--- config.mk ---
export PLATFORM = sky130hd
export DESIGN_NAME = shared_bus_arbiter
export DESIGN_NICKNAME = d
export VERILOG_FILES = /design/src/rtl/shared_bus_arbiter.sv
export SDC_FILE = /design/constraint.sdc
export NUM_CORES = 1
export LEC_CHECK = 0
export ABC_AREA = 1
export CORE_MARGIN = 8
export CORE_UTILIZATION = 44
export DETAILED_ROUTE_END_ITERATION = 10
export PLACE_DENSITY_LB_ADDON = 0.15
export SLEW_MARGIN = 20
export SYNTH_ARGS = -nofsm -noshare
export SYNTH_HDL_FRONTEND = slang
export SYNTH_SLANG_ARGS = --single-unit
--- constraint.sdc ---
create_clock -name i_clk -period 1.74 [get_ports i_clk]
set_input_delay 0.174 -clock i_clk [delete_from_list [all_inputs] [get_ports i_clk]]
set_output_delay 0.174 -clock i_clk [all_outputs]
set_load 0.01 [all_outputs]
--- src/rtl/shared_bus_arbiter.sv ---
// rtl/shared_bus_arbiter.sv - round-robin burst arbiter and tri_buf sequencer for a 4-requester shared bus
module shared_bus_arbiter #(
    parameter int LEN_W       = 4,
    parameter int TURN_CYCLES = 1
) (
    input  logic               i_clk,
    input  logic               i_reset,
    input  logic [3:0]         i_req,
    input  logic [4*LEN_W-1:0] i_req_len,
    input  logic               i_bus_ready,
    output logic [3:0]         o_gnt,
    output logic [1:0]         o_sel,
    output logic [3:0]         o_drv_en,
    output logic [3:0]         o_beat_ack,
    output logic               o_last_beat,
    output logic               o_busy
);

    typedef enum logic [1:0] {
        ST_IDLE = 2'd0,
        ST_XFER = 2'd1,
        ST_TURN = 2'd2
    } state_t;

    localparam logic [1:0] TURN_LAST = 2'((TURN_CYCLES > 0) ? TURN_CYCLES - 1 : 0);

    state_t           r_state;
    state_t           w_next_state;
    logic [3:0]       r_gnt;
    logic [1:0]       r_sel;
    logic [1:0]       r_rr_ptr;
    logic [LEN_W-1:0] r_beat_cnt;
    logic [LEN_W-1:0] r_len_q;
    logic [1:0]       r_turn_cnt;

    logic             w_any_req;
    logic [1:0]       w_winner;
    logic [1:0]       w_scan_idx;
    logic [LEN_W-1:0] w_winner_len;
    logic             w_is_last;
    logic             w_burst_done;

    // Scan starts at the round-robin pointer so the previous owner goes to the back of the line.
    always_comb begin
        w_any_req  = 1'b0;
        w_winner   = 2'd0;
        w_scan_idx = 2'd0;
        for (int i = 0; i < 4; i++) begin
            w_scan_idx = r_rr_ptr + 2'(i);
            if (!w_any_req && i_req[w_scan_idx]) begin
                w_any_req = 1'b1;
                w_winner  = w_scan_idx;
            end
        end
    end

    assign w_winner_len = i_req_len[w_winner*LEN_W +: LEN_W];
    assign w_is_last    = (r_beat_cnt == r_len_q);
    assign w_burst_done = (r_state == ST_XFER) && i_bus_ready && w_is_last;

    always_ff @(posedge i_clk) begin
        if (i_reset) begin
            r_state <= ST_IDLE;
        end else begin
            r_state <= w_next_state;
        end
    end

    always_comb begin
        w_next_state = r_state;
        case (r_state)
            ST_IDLE: if (w_any_req) w_next_state = ST_XFER;
            ST_XFER: if (w_burst_done) w_next_state = (TURN_CYCLES > 0) ? ST_TURN : ST_IDLE;
            ST_TURN: if (r_turn_cnt == TURN_LAST) w_next_state = ST_IDLE;
            default: w_next_state = ST_IDLE;
        endcase
    end

    always_ff @(posedge i_clk) begin
        if (i_reset) begin
            r_gnt      <= 4'd0;
            r_sel      <= 2'd0;
            r_rr_ptr   <= 2'd0;
            r_beat_cnt <= '0;
            r_len_q    <= '0;
            r_turn_cnt <= 2'd0;
        end else begin
            case (r_state)
                ST_IDLE: begin
                    r_turn_cnt <= 2'd0;
                    if (w_any_req) begin
                        r_gnt      <= 4'b0001 << w_winner;
                        r_sel      <= w_winner;
                        r_len_q    <= w_winner_len;
                        r_beat_cnt <= '0;
                    end
                end
                ST_XFER: begin
                    if (i_bus_ready) begin
                        if (w_is_last) begin
                            r_gnt      <= 4'd0;
                            r_rr_ptr   <= r_sel + 2'd1;
                            r_turn_cnt <= 2'd0;
                        end else begin
                            r_beat_cnt <= r_beat_cnt + 1'b1;
                        end
                    end
                end
                ST_TURN: r_turn_cnt <= r_turn_cnt + 2'd1;
                default: r_gnt <= 4'd0;
            endcase
        end
    end

    // Drivers are only ever enabled in XFER, so the turnaround gap keeps tri_bufs from overlapping.
    always_comb begin
        o_gnt       = r_gnt;
        o_sel       = r_sel;
        o_drv_en    = (r_state == ST_XFER) ? r_gnt : 4'd0;
        o_beat_ack  = o_drv_en & {4{i_bus_ready}};
        o_last_beat = w_burst_done;
        o_busy      = (r_state != ST_IDLE);
    end

endmodule

==> implementation parameters, run 1 <==
Parameter                              Value

Run status
  Result of the run    finished with violations
  Violated checks    setup timing

Synth
  Mapped Avg Cell Area    just over 6 sq um
  Post-synth EDFFs    0
  Synth Net Count    262
  Share of flip-flops with an asynchronous set or reset    0%
  Main combinational cell family by area after synthesis    simple AND/OR/NAND/NOR gates
  Cells after Synth    237
  Leading cell type by number of instances after synthesis    sky130_fd_sc_hd__nand2_1
  Portion of synthesized cell area occupied by the leading cell type    27.1%
  Leading cell types by count after synthesis    sky130_fd_sc_hd__nand2_1 (65), sky130_fd_sc_hd__nand3_1 (31), sky130_fd_sc_hd__inv_1 (27), sky130_fd_sc_hd__nor2_1 (23), sky130_fd_sc_hd__dfxtp_1 (20)
  Register bit count reported by yosys    20
  Count of cell types in the netlist    28
  Yosys warning count    0
  Leading area contributor after synthesis    sky130_fd_sc_hd__dfxtp_1
  Sequential-to-total area share from yosys stat    27.1%
  Post-synthesis simple-gate area fraction    ~46%
  Cell area after synthesis    ~0.0015 sq mm
  Share of the synthesized area in compound gates (AO/OA/AOI/OAI)    a little under a tenth
  Top FF cell, synth    sky130_fd_sc_hd__dfxtp_1
  Area share of xor/xnor cells in the synthesized design    4.16%
  Top cells by area in the synthesized netlist    sky130_fd_sc_hd__dfxtp_1 (27%), sky130_fd_sc_hd__nand2_1 (17%), sky130_fd_sc_hd__nand3_1 (11%), sky130_fd_sc_hd__inv_1 (6.9%), sky130_fd_sc_hd__nor2_1 (5.9%)
  Proportion of synthesized area in mux cells    0%
  Post-Synth Adder-Cell Area    1.70%

STA
  Minimum clock period    1780 ps
  Setup-violating endpoint count in the final report    8
  Final-report hold violation count    0
  Fin worst setup slack    -43.8 ps
  Setup repair after global routing missed its margin    yes
  Fmax    ~0.56 GHz
  Slew at the pin closest to its max-slew limit    390 ps
  Share of the clock period used by the worst path    103%
  Total count of max-transition violations in the final report    0
  Worst Skew    about 6.4 ps
  Worst max-slew margin expressed relative to the limit    74.0%

Routing
  Post-route ant nets    0
  Length of routed met3 wiring    195 um
  Count of unresolved DRC violations after routing    0
  Overall via count from detail_route    approximately 1700
  Routed metal-1 wirelength    about 1900 um
  Uppermost layer routed    met4
  Vias per inst    ~5
  Met2 wire length    1980 um
  Count of routing violations after the opening detailed-route iteration    33
  Post-Route WL    4150 um
  Number of iterations in the first detailed-routing pass    4
  Avg WL per Cell    12.0 um

Floorplanning
  Die H    73.9 um
  Area of the placeable core    0.00328 sq mm
  Floorplan die width    73.9 um
  Total I/O pin count    39
  Die area    0.00546 sq mm
  Rows    21
  Initial Utilization    roughly 45%

Global route
  First-pass GRT wire length    6270 um
  Initial antenna violation count    0
  GRT Total Usage    14.2%
  Overflow after GRT    0
  Via count of the first global-routing pass    1479
  Pin count of the biggest net entering global routing    15

Layout
  Synthesis-to-layout area growth    53.3%
  Final net count    326
  Final Instance Count excl. Fillers    346
  Fraction of final layout cells with drive strength greater than 1    a little over a quarter
  Number of diodes    0
  Number of filler cells placed in the layout    299

Setup path
  Flop2flop setup slack    -40 ps
  Origin of the worst setup path    r_rr_ptr[0]$_SDFFE_PP0P_
  Endpoint of the worst setup timing path    r_len_q[3]$_SDFFE_PP0P_
  Capturing point of the worst reg2reg path    r_len_q[3]$_SDFFE_PP0P_
  Start of the worst register-to-register path    r_rr_ptr[0]$_SDFFE_PP0P_
  Largest driver fanout on the critical path    10
  Worst setup SP type    flip-flop
  WP data required    1950 ps
  Cells on worst reg2reg path    14
  Crit. End Element    flip-flop
  Critical Path AT    between 1500 and 2000 ps
  Crit Path Category    flip-flop to flip-flop

Power and ir drop
  Design internal power    1.71 mW
  Switching fraction of total power    47.6%
  Power share of the clock group    under 10%
  Overall power    between 3 and 4 mW
  Part of the power in combinational logic    70.1%
  Power density over the cells    about 1400 mW/mm^2
  Sequential group share of total power    21.6%
  Peak supply drop    approximately 1000 uV
  Switching pwr    1.56 mW
  Leak pwr    around 1.1 nW

CTS
  H-Tree Depth    1
  Clock latency of the later-clocked register in the worst-skew pair    ~300 ps
  Buffers from clock root to sink, at most    2
  TritonCTS Buffers    3
  TritonCTS clock tree    yes
  Root Buffer Master    sky130_fd_sc_hd__clkbuf_4
  Clock-pin slew reported for the worst setup and hold paths after clock tree synthesis    110 ps
  Count of clock tree sinks    20

Worst hold path
  Number of cells traversed by the worst hold path    1
  Hold WC Path Type    flip-flop to flip-flop

Place
  Number of placed instances with taps included    335
  HPWL Detailed    3020 um
  Post-Place Worst Slack    -208 ps
  RePlAce Congestion    0.881
  Port Buffers    38

Flow run
  Max-cap violations    0
-- sequential cells by signal, indices dropped and copies added, names as in the netlist --
register    count
o_gnt           4
r_beat_cnt      4
r_len_q         4
o_sel           2
r_rr_ptr        2
r_state         2
r_turn_cnt      2
-- placed cells by master (no fill, tap or decap), drive strengths merged --
master          n
clkbuf          5
ha              2
buf            26
nor2           26
nand3          35
xor2            5
o21ai          10
dlygate4sd2     8
nor3            4
a21oi          10
nand2          74
inv            31
o21a            1
nand4           6
a31oi           1
o31ai           2
clkdlybuf4s50  29
and2            1
dfxtp          20
nand3b          1
a211oi          1
xnor2           2
-- cell type report --
cell class,count,area (sq um),area share (%)
Multi-Input combinational cell,181,1050,46.3
Sequential cell,20,405,17.9
Timing Repair Buffer,64,591,26.1
Tap cell,46,57.6,2.55
Inverter,31,124,5.48
Clock buffer,4,36.3,1.60
-- metrics by stage --
step                hold slack [ps]  utilization (%)  TNS, ps  area [sq um]
finish                          468             68.8     -183          2260
CTS                             469             63.8        0          2100
detailed placement              446             61.8    -1980          2030
floorplan                       382                -        0          1480
global route                    499             68.8    -1990          2260
global placement                443             61.8    -1680          2030
-- per-layer routing --
layer  global-route usage (%)  vias up
li1                         -      896
met1                     16.8      762
met2                     24.5       42
met3                     1.91        9
met4                     6.65        0
met5                        0        -
-- worst min-delay path by stage --
stage,to,startpoint
global route,r_turn_cnt[0]$_SDFFE_PP0P_,r_turn_cnt[0]$_SDFFE_PP0P_
CTS,r_turn_cnt[0]$_SDFFE_PP0P_,r_turn_cnt[0]$_SDFFE_PP0P_
floorplan,r_len_q[0]$_SDFFE_PP0P_,i_req_len[4]
detailed placement,r_turn_cnt[0]$_SDFFE_PP0P_,r_turn_cnt[0]$_SDFFE_PP0P_
global placement,r_turn_cnt[0]$_SDFFE_PP0P_,r_turn_cnt[0]$_SDFFE_PP0P_
finish,r_turn_cnt[0]$_SDFFE_PP0P_,r_turn_cnt[0]$_SDFFE_PP0P_
-- repair_timing --
| action | CTS | global route |
|---|---|---|
| gates cloned | 0 | 2 |
| endpoints found under the setup margin | 15 | 18 |
| resized for setup | 22 | 31 |
| setup buffers | 1 | 4 |
| hold buffers | 0 | 0 |
| pin swaps | 4 | 17 |
-- critical path, cell delays in order (launching register included) --
cell and delay (ps):
sky130_fd_sc_hd__dfxtp_4 390, sky130_fd_sc_hd__buf_12 130, sky130_fd_sc_hd__inv_8 50, sky130_fd_sc_hd__nand2_1 50, sky130_fd_sc_hd__nand2_1 70, sky130_fd_sc_hd__nand2_2 100, sky130_fd_sc_hd__nand2_4 70, sky130_fd_sc_hd__nor2_4 160
sky130_fd_sc_hd__nand3_2 100, sky130_fd_sc_hd__nand2_2 110, sky130_fd_sc_hd__nand2_4 110, sky130_fd_sc_hd__nand3_1 100, sky130_fd_sc_hd__nand3_2 90, sky130_fd_sc_hd__nor2_2 120, sky130_fd_sc_hd__nor2_1 40
-- cell families (layout without fill, tap and decap cells) --
| group | Yosys count | in the layout |
|---|---|---|
| fa+ha+maj | 2 | 2 |
| flops | 20 | 20 |
| xor+xnor | 7 | 7 |
| compound gates | 25 | 25 |
| simple gates | 146 | 147 |
| buf+inv | 37 | 99 |
-- power by group through the flow --
stage	sequential [mW]	clock, mW	combinational (mW)
final	0.708	0.269	2.30
after global routing	0.725	0.290	2.54
after CTS	0.699	0.277	1.99
after detailed placement	0.704	0	1.92
after global placement	0.702	0	1.91
after floorplan	0.707	0	1.27
Note: power is estimated with default switching activity, not from simulation.
==> run 2, diff against run 1 <==
CORE_UTILIZATION = 30   (was 44)
MAX_ROUTING_LAYER = met4   (was unset)
RECOVER_POWER = 25   (was unset)
==> implementation parameters, run 2 (synthesized netlist as in run 1, its figures left out) <==
Parameter                              Value

Routing
  Overall via count from detail_route    1689 (was 1709)
  Number of iterations in the first detailed-routing pass    4 (unchanged)
  Post-Route WL    4420 um (was 4150 um)
  Count of routing violations after the opening detailed-route iteration    91 (was 33)
  Vias per inst    4.56 (was 4.94)
  Post-route ant nets    0 (unchanged)
  Avg WL per Cell    11.9 um (was 12.0 um)
  Count of unresolved DRC violations after routing    0 (unchanged)

Place
  RePlAce Congestion    0.836 (was 0.881)
  HPWL Detailed    3370 um (was 3020 um)
  Post-Place Worst Slack    -244 ps (was -208 ps)
  Port Buffers    38 (unchanged)

Setup path
  Start of the worst register-to-register path    r_rr_ptr[0]$_SDFFE_PP0P_ (unchanged)
  Crit. End Element    flip-flop (unchanged)
  Capturing point of the worst reg2reg path    r_len_q[0]$_SDFFE_PP0P_ (was r_len_q[3]$_SDFFE_PP0P_)
  Critical-path top delay cell    sky130_fd_sc_hd__dfxtp_2 (was sky130_fd_sc_hd__dfxtp_4)
  Worst setup SP type    flip-flop (unchanged)
  Flop2flop setup slack    -10 ps (was -40 ps)
  Critical Path AT    1910 ps (was 1990 ps)
  Origin of the worst setup path    r_rr_ptr[0]$_SDFFE_PP0P_ (unchanged)
  Endpoint of the worst setup timing path    r_len_q[0]$_SDFFE_PP0P_ (was r_len_q[3]$_SDFFE_PP0P_)
  Largest driver fanout on the critical path    11 (was 10)
  Worst stage delay on the critical path    340 ps (was 390 ps)
  Most common cell on crit path    sky130_fd_sc_hd__nand2_4
  Crit Path Category    flip-flop to flip-flop (unchanged)
  Cells on worst reg2reg path    14 (unchanged)
  WP data required    1900 ps (was 1950 ps)
  Cell Chain, Critical Path    buf_12 -> inv_8 -> nand2_2 -> nand2_4 -> nand2_2 -> nand2_4 -> nor2_4 -> nand3_2 -> nand2_4 -> nand2_4 -> nand3_1 -> nand3_1 -> nor2_1 -> nor2_1 (was buf_12 -> inv_8 -> nand2_1 -> nand2_1 -> nand2_2 -> nand2_4 -> nor2_4 -> nand3_2 -> nand2_2 -> nand2_4 -> nand3_1 -> nand3_2 -> nor2_2 -> nor2_1)

STA
  Setup repair after global routing missed its margin    yes (unchanged)
  Worst max-slew margin expressed relative to the limit    71.8% (was 74.0%)
  Worst Skew    1.87 ps (was 6.43 ps)
  Setup-violating endpoint count in the final report    2 (was 8)
  Total count of max-transition violations in the final report    0 (unchanged)
  Worst hold slack after final layout    451 ps (was 468 ps)
  Fin worst setup slack    -14.5 ps (was -43.8 ps)
  Slew at the pin closest to its max-slew limit    423 ps (was 390 ps)
  Minimum clock period    1750 ps (was 1780 ps)
  Share of the clock period used by the worst path    101% (was 103%)
  Final-report hold violation count    0 (unchanged)
  Fmax    0.570 GHz (was 0.561 GHz)

CTS
  Buffers from clock root to sink, at most    2 (unchanged)
  Clock latency of the later-clocked register in the worst-skew pair    260 ps (was 300 ps)
  Hold-fix buffers at CTS    0 (unchanged)
  Clock-pin slew reported for the worst setup and hold paths after clock tree synthesis    70 ps (was 110 ps)
  Root Buffer Master    sky130_fd_sc_hd__clkbuf_8 (was sky130_fd_sc_hd__clkbuf_4)
  H-Tree Depth    1 (unchanged)
  TritonCTS Buffers    3 (unchanged)
  Count of clock tree sinks    20 (unchanged)
  TritonCTS clock tree    yes (unchanged)

Floorplanning
  Total I/O pin count    39 (unchanged)
  Die area    0.00742 sq mm (was 0.00546 sq mm)
  Area of the placeable core    0.00472 sq mm (was 0.00328 sq mm)
  Initial Utilization    31.2% (was 44.9%)
  Floorplan die width    86.1 um (was 73.9 um)
  Rows    25 (was 21)
  Die H    86.1 um (was 73.9 um)

Global route
  Most used routing layer    met2 (unchanged)
  GRT Total Usage    12.5% (was 14.2%)
  Via count of the first global-routing pass    1660 (was 1479)
  Overflow after GRT    0 (unchanged)
  First-pass GRT wire length    7520 um (was 6270 um)
  Initial antenna violation count    0 (unchanged)
  Met3 global-route usage    1.62% (was 1.91%)
  Fraction of met1 tracks used by global routing    14.6% (was 16.8%)
  Met2 Use GR    22.1% (was 24.5%)
  Pin count of the biggest net entering global routing    15 (unchanged)

Flow run
  Max-cap violations    0 (unchanged)

Power and ir drop
  Power density over the cells    1520 mW/mm^2 (was 1450 mW/mm^2)
  Power share of the clock group    13.2% (was 8.2%)
  Switching fraction of total power    45.6% (was 47.6%)
  Sequential group share of total power    20.3% (was 21.6%)
  Switching pwr    1.59 mW (was 1.56 mW)
  Leak pwr    1.08 nW (was 1.09 nW)
  Part of the power in combinational logic    66.5% (was 70.1%)
  Peak supply drop    706 uV (was 1040 uV)
  Design internal power    1.90 mW (was 1.71 mW)

Layout
  Final net count    329 (was 326)
  Most frequent cells in the layout    sky130_fd_sc_hd__nand2_1 (50), sky130_fd_sc_hd__clkdlybuf4s50_1 (28), sky130_fd_sc_hd__buf_4 (28), sky130_fd_sc_hd__inv_1 (26), sky130_fd_sc_hd__nand3_1 (26) (was sky130_fd_sc_hd__nand2_1 (50), sky130_fd_sc_hd__clkdlybuf4s50_1 (29), sky130_fd_sc_hd__inv_1 (26), sky130_fd_sc_hd__nand3_1 (24), sky130_fd_sc_hd__buf_4 (24))
  Fraction of final layout cells with drive strength greater than 1    27.7% (was 27.3%)
  Number of diodes    0 (unchanged)
  Most common library cell in the layout ignoring fill and taps    sky130_fd_sc_hd__nand2_1 (unchanged)
  Synthesis-to-layout area growth    56.1% (was 53.3%)
  Finished Core Util    48.7% (was 68.8%)

Run status
  Violated checks    setup timing (unchanged)
  Result of the run    finished with violations (unchanged)

Worst hold path
  Hold WC Path Type    flip-flop to flip-flop (unchanged)
-- run 2: power by group through the flow --
| stage | sequential, mW | combinational, mW | clock, mW |
|---|---|---|---|
| floorplan | 0.707 | 1.27 | 0 |
| global placement | 0.713 | 1.98 | 0 |
| detailed placement | 0.714 | 1.98 | 0 |
| CTS | 0.706 | 2.18 | 0.471 |
| global route | 0.728 | 2.57 | 0.495 |
| finish | 0.710 | 2.32 | 0.462 |
-- run 2: metrics by stage --
stage | std cells | area, sq um | TNS (ps) | power, mW
2_1_floorplan | 237 | 1480 | 0 | 1.97
3_3_place_gp | 360 | 2090 | -1860 | 2.70
3_5_place_dp | 360 | 2090 | -2230 | 2.69
4_1_cts | 367 | 2250 | 0 | 3.36
5_1_grt | 370 | 2300 | -1050 | 3.80
6_report | 370 | 2300 | -17.5 | 3.49
-- run 2: worst min path at each step --
stage | from | to | slack [ps] | depth (start not counted)
floorplan | i_req_len[4] | r_len_q[0]$_SDFFE_PP0P_ | 380 | 4
global placement | r_turn_cnt[0]$_SDFFE_PP0P_ | r_turn_cnt[0]$_SDFFE_PP0P_ | 440 | 1
detailed placement | r_turn_cnt[0]$_SDFFE_PP0P_ | r_turn_cnt[0]$_SDFFE_PP0P_ | 440 | 1
CTS | r_turn_cnt[0]$_SDFFE_PP0P_ | r_turn_cnt[0]$_SDFFE_PP0P_ | 460 | 1
global route | r_turn_cnt[0]$_SDFFE_PP0P_ | r_turn_cnt[0]$_SDFFE_PP0P_ | 500 | 1
finish | r_turn_cnt[0]$_SDFFE_PP0P_ | r_turn_cnt[0]$_SDFFE_PP0P_ | 450 | 1
-- run 2: per-layer routing --
layer	vias to the layer above	wire (um)	part of all wire, %
met5	-	0	0
met4	0	46	1.0
met3	4	119	2.7
met2	29	2200	50
met1	755	2050	46
li1	901	-	-
-- run 2: repair_timing --
item                                    CTS  global route
cloned                                    1             0
endpoints found under the setup margin   17            19
pin swaps                                 4             7
buffers inserted                          2             3
gates resized for setup                  29            25
-- run 2: critical path, delay by kind of cell (launching register included) --
| family | cells | cell delay, ps |
|---|---|---|
| flip-flops | 1 | 340 |
| AND/OR/NAND/NOR | 12 | 1110 |
| buffers and inverters | 2 | 180 |
-- run 2: layout make-up --
type                       count  area, sq um
inverter                      31          126
sequential                    20          404
fill                         507         2420
multi-input combinational    181         1030
clock buffer                   3         41.3
tap                           67         83.8
clock inverter                 1         30.0
timing repair buffer          67          582
==> run 3, diff against run 2 <==
ABC_CLOCK_PERIOD_IN_PS = 1740   (was unset)
CORE_UTILIZATION = 44   (was 30)
==> implementation parameters, run 3 (synthesized netlist as in run 1, its figures left out) <==
Parameter                              Value

Run status
  Result of the run    finished with violations (unchanged)
  Violated checks    setup timing (unchanged)

STA
  Final-report hold violation count    0 (unchanged)
  Minimum clock period    1790 ps (was 1750 ps)
  Fin worst setup slack    -46.8 ps (was -14.5 ps)
  Fmax    0.560 GHz (was 0.570 GHz)
  Setup-violating endpoint count in the final report    8 (was 2)
  Setup TNS Final    -196 ps (was -17.5 ps)
  Worst Skew    6.17 ps (was 1.87 ps)
  Share of the clock period used by the worst path    103% (was 101%)
  Worst max-slew margin expressed relative to the limit    74.0% (was 71.8%)
  Setup repair after global routing missed its margin    yes (unchanged)
  Slew at the pin closest to its max-slew limit    390 ps (was 423 ps)
  Worst hold slack after final layout    468 ps (was 451 ps)
  Total count of max-transition violations in the final report    0 (unchanged)

Layout
  Most frequent cells in the layout    sky130_fd_sc_hd__nand2_1 (50), sky130_fd_sc_hd__inv_1 (26), sky130_fd_sc_hd__clkdlybuf4s50_1 (25), sky130_fd_sc_hd__nand3_1 (24), sky130_fd_sc_hd__buf_4 (24) (was sky130_fd_sc_hd__nand2_1 (50), sky130_fd_sc_hd__clkdlybuf4s50_1 (28), sky130_fd_sc_hd__buf_4 (28), sky130_fd_sc_hd__inv_1 (26), sky130_fd_sc_hd__nand3_1 (26))
  Final Instance Count excl. Fillers    346 (was 370)
  Most common library cell in the layout ignoring fill and taps    sky130_fd_sc_hd__nand2_1 (unchanged)
  Number of diodes    0 (unchanged)
  Final net count    326 (was 329)
  Total non-filler cell area in the finished layout    0.00226 sq mm (was 0.00230 sq mm)
  Synthesis-to-layout area growth    53.3% (was 56.1%)
  Fraction of final layout cells with drive strength greater than 1    27.3% (was 27.7%)

Place
  Post-placement cell area    0.00203 sq mm (was 0.00209 sq mm)
  HPWL Detailed    3020 um (was 3370 um)
  Port Buffers    38 (unchanged)
  Post-Place Worst Slack    -208 ps (was -244 ps)
  RePlAce Congestion    0.895 (was 0.836)
  Number of placed instances with taps included    335 (was 360)

Power and ir drop
  Peak supply drop    1030 uV (was 706 uV)
  Power density over the cells    1440 mW/mm^2 (was 1520 mW/mm^2)
  Leak pwr    1.10 nW (was 1.08 nW)

Routing
  Avg WL per Cell    12.0 um (was 11.9 um)
  Post-route ant nets    0 (unchanged)
  Number of iterations in the first detailed-routing pass    4 (unchanged)
  Vias per inst    4.92 (was 4.56)
  Overall via count from detail_route    1701 (was 1689)
  Count of routing violations after the opening detailed-route iteration    45 (was 91)
  Post-Route WL    4170 um (was 4420 um)
  Count of unresolved DRC violations after routing    0 (unchanged)

Setup path
  Start of the worst register-to-register path    r_rr_ptr[0]$_SDFFE_PP0P_ (unchanged)
  Cell type group with the largest total delay on the critical path    simple AND/OR/NAND/NOR gates (unchanged)
  Flop2flop setup slack    -50 ps (was -10 ps)
  Worst setup SP type    flip-flop (unchanged)
  Crit Path Category    flip-flop to flip-flop (unchanged)
  Critical-path top delay cell    sky130_fd_sc_hd__dfxtp_4 (was sky130_fd_sc_hd__dfxtp_2)
  Largest driver fanout on the critical path    10 (was 11)
  WP data required    1950 ps (was 1900 ps)
  Capturing point of the worst reg2reg path    r_len_q[3]$_SDFFE_PP0P_ (was r_len_q[0]$_SDFFE_PP0P_)
  Cells on worst reg2reg path    14 (unchanged)
  Worst stage delay on the critical path    390 ps (was 340 ps)
  Buffers & Inverters on Critical Path    2 (unchanged)
  Critical Path AT    2000 ps (was 1910 ps)
  Crit. End Element    flip-flop (unchanged)
  Cell Chain, Critical Path    buf_12 -> inv_8 -> nand2_1 -> nand2_1 -> nand2_2 -> nand2_4 -> nor2_4 -> nand3_2 -> nand2_2 -> nand2_4 -> nand3_1 -> nand3_2 -> nor2_2 -> nor2_1 (was buf_12 -> inv_8 -> nand2_2 -> nand2_4 -> nand2_2 -> nand2_4 -> nor2_4 -> nand3_2 -> nand2_4 -> nand2_4 -> nand3_1 -> nand3_1 -> nor2_1 -> nor2_1)

Worst hold path
  Startpoint of the tightest hold check path    r_turn_cnt[0]$_SDFFE_PP0P_ (unchanged)
  Hold WC Path Type    flip-flop to flip-flop (unchanged)
  Number of cells traversed by the worst hold path    1 (unchanged)
  Endpoint of the worst hold-timing path    r_turn_cnt[0]$_SDFFE_PP0P_ (unchanged)

Global route
  First-pass GRT wire length    6270 um (was 7520 um)
  Via count of the first global-routing pass    1479 (was 1660)
  Pin count of the biggest net entering global routing    15 (unchanged)
  GRT Total Usage    14.6% (was 12.5%)
  Overflow after GRT    0 (unchanged)
  Initial antenna violation count    0 (unchanged)

Floorplanning
  Floorplan die width    73.9 um (was 86.1 um)
  Total I/O pin count    39 (unchanged)
  Rows    21 (was 25)
  Die area    0.00546 sq mm (was 0.00742 sq mm)
  Die H    73.9 um (was 86.1 um)
  Initial Utilization    44.9% (was 31.2%)
  Area of the placeable core    0.00328 sq mm (was 0.00472 sq mm)

CTS
  Root Buffer Master    sky130_fd_sc_hd__clkbuf_4 (was sky130_fd_sc_hd__clkbuf_8)
  TritonCTS clock tree    yes (unchanged)
  Hold-fix buffers at CTS    0 (unchanged)
  H-Tree Depth    1 (unchanged)
  Clock-pin slew reported for the worst setup and hold paths after clock tree synthesis    110 ps (was 70 ps)
  Buffers from clock root to sink, at most    2 (unchanged)
  TritonCTS Buffers    3 (unchanged)
  Count of clock tree sinks    20 (unchanged)
  Clock latency of the later-clocked register in the worst-skew pair    300 ps (was 260 ps)

Flow run
  Max-cap violations    0 (unchanged)
-- run 3: cell count changes in the layout (fill, tap and decap cells not counted), sizes merged --
cell and change:
nand2 -1, buf -3, clkdlybuf4s50 -3, dlygate4sd3 +2, clkbuf -2, nand3 +1
dlygate4sd2 +4, bufinv -1
-- run 3: repair_timing --
item                       4_1_cts  5_1_grt
resized for setup               22       31
hold endpoints to repair         0        0
setup endpoints to repair       15       18
setup buffers                    1        4
pin swaps                        4       17
gates cloned                     0        2
-- run 3: how the worst max path moves through the flow --
stage,startpoint,slack [ps],end,depth (start not counted)
floorplan,r_rr_ptr[0]$_SDFFE_PP0P_,110,r_len_q[1]$_SDFFE_PP0P_,16
global placement,i_req[1],-170,r_len_q[3]$_SDFFE_PP0P_,14
detailed placement,i_req[1],-210,r_len_q[3]$_SDFFE_PP0P_,14
CTS,r_rr_ptr[0]$_SDFFE_PP0P_,2,r_beat_cnt[0]$_SDFFE_PP0P_,13
global route,r_rr_ptr[0]$_SDFFE_PP0P_,-220,o_gnt[2]$_SDFFE_PP0P_,13
finish,r_rr_ptr[0]$_SDFFE_PP0P_,-50,r_len_q[3]$_SDFFE_PP0P_,14
-- run 3: cell type report --
class	instances	area [sq um]
Clock buffer	4	36.3
Fill cell	299	1020
Inverter	31	124
Multi-Input combinational cell	181	1050
Sequential cell	20	405
Tap cell	46	57.6
Timing Repair Buffer	64	591
-- run 3: power by group --
part           internal, mW  total (mW)  switching (mW)
sequential            0.592       0.707           0.114
combinational         0.980        2.28            1.30
clock                 0.128       0.270           0.142
total                  1.70        3.26            1.56
-- run 3: through the flow --
step           utilization, %  power (mW)
6_report                 68.8        3.26
5_1_grt                  68.8        3.54
4_1_cts                  63.8        2.97
3_5_place_dp             61.8        2.63
3_3_place_gp             61.8        2.61
2_1_floorplan               -        1.97
-- run 3: metal layers --
metal / global-route usage (%) / wire (um) / vias up / share of wire (%)
met5: - / 0 / - / 0
met4: 6.65 / 100 / 0 / 2.4
met3: 1.64 / 155 / 9 / 3.7
met2: 24.5 / 2010 / 29 / 48
met1: 16.9 / 1900 / 766 / 46
li1: - / - / 897 / -
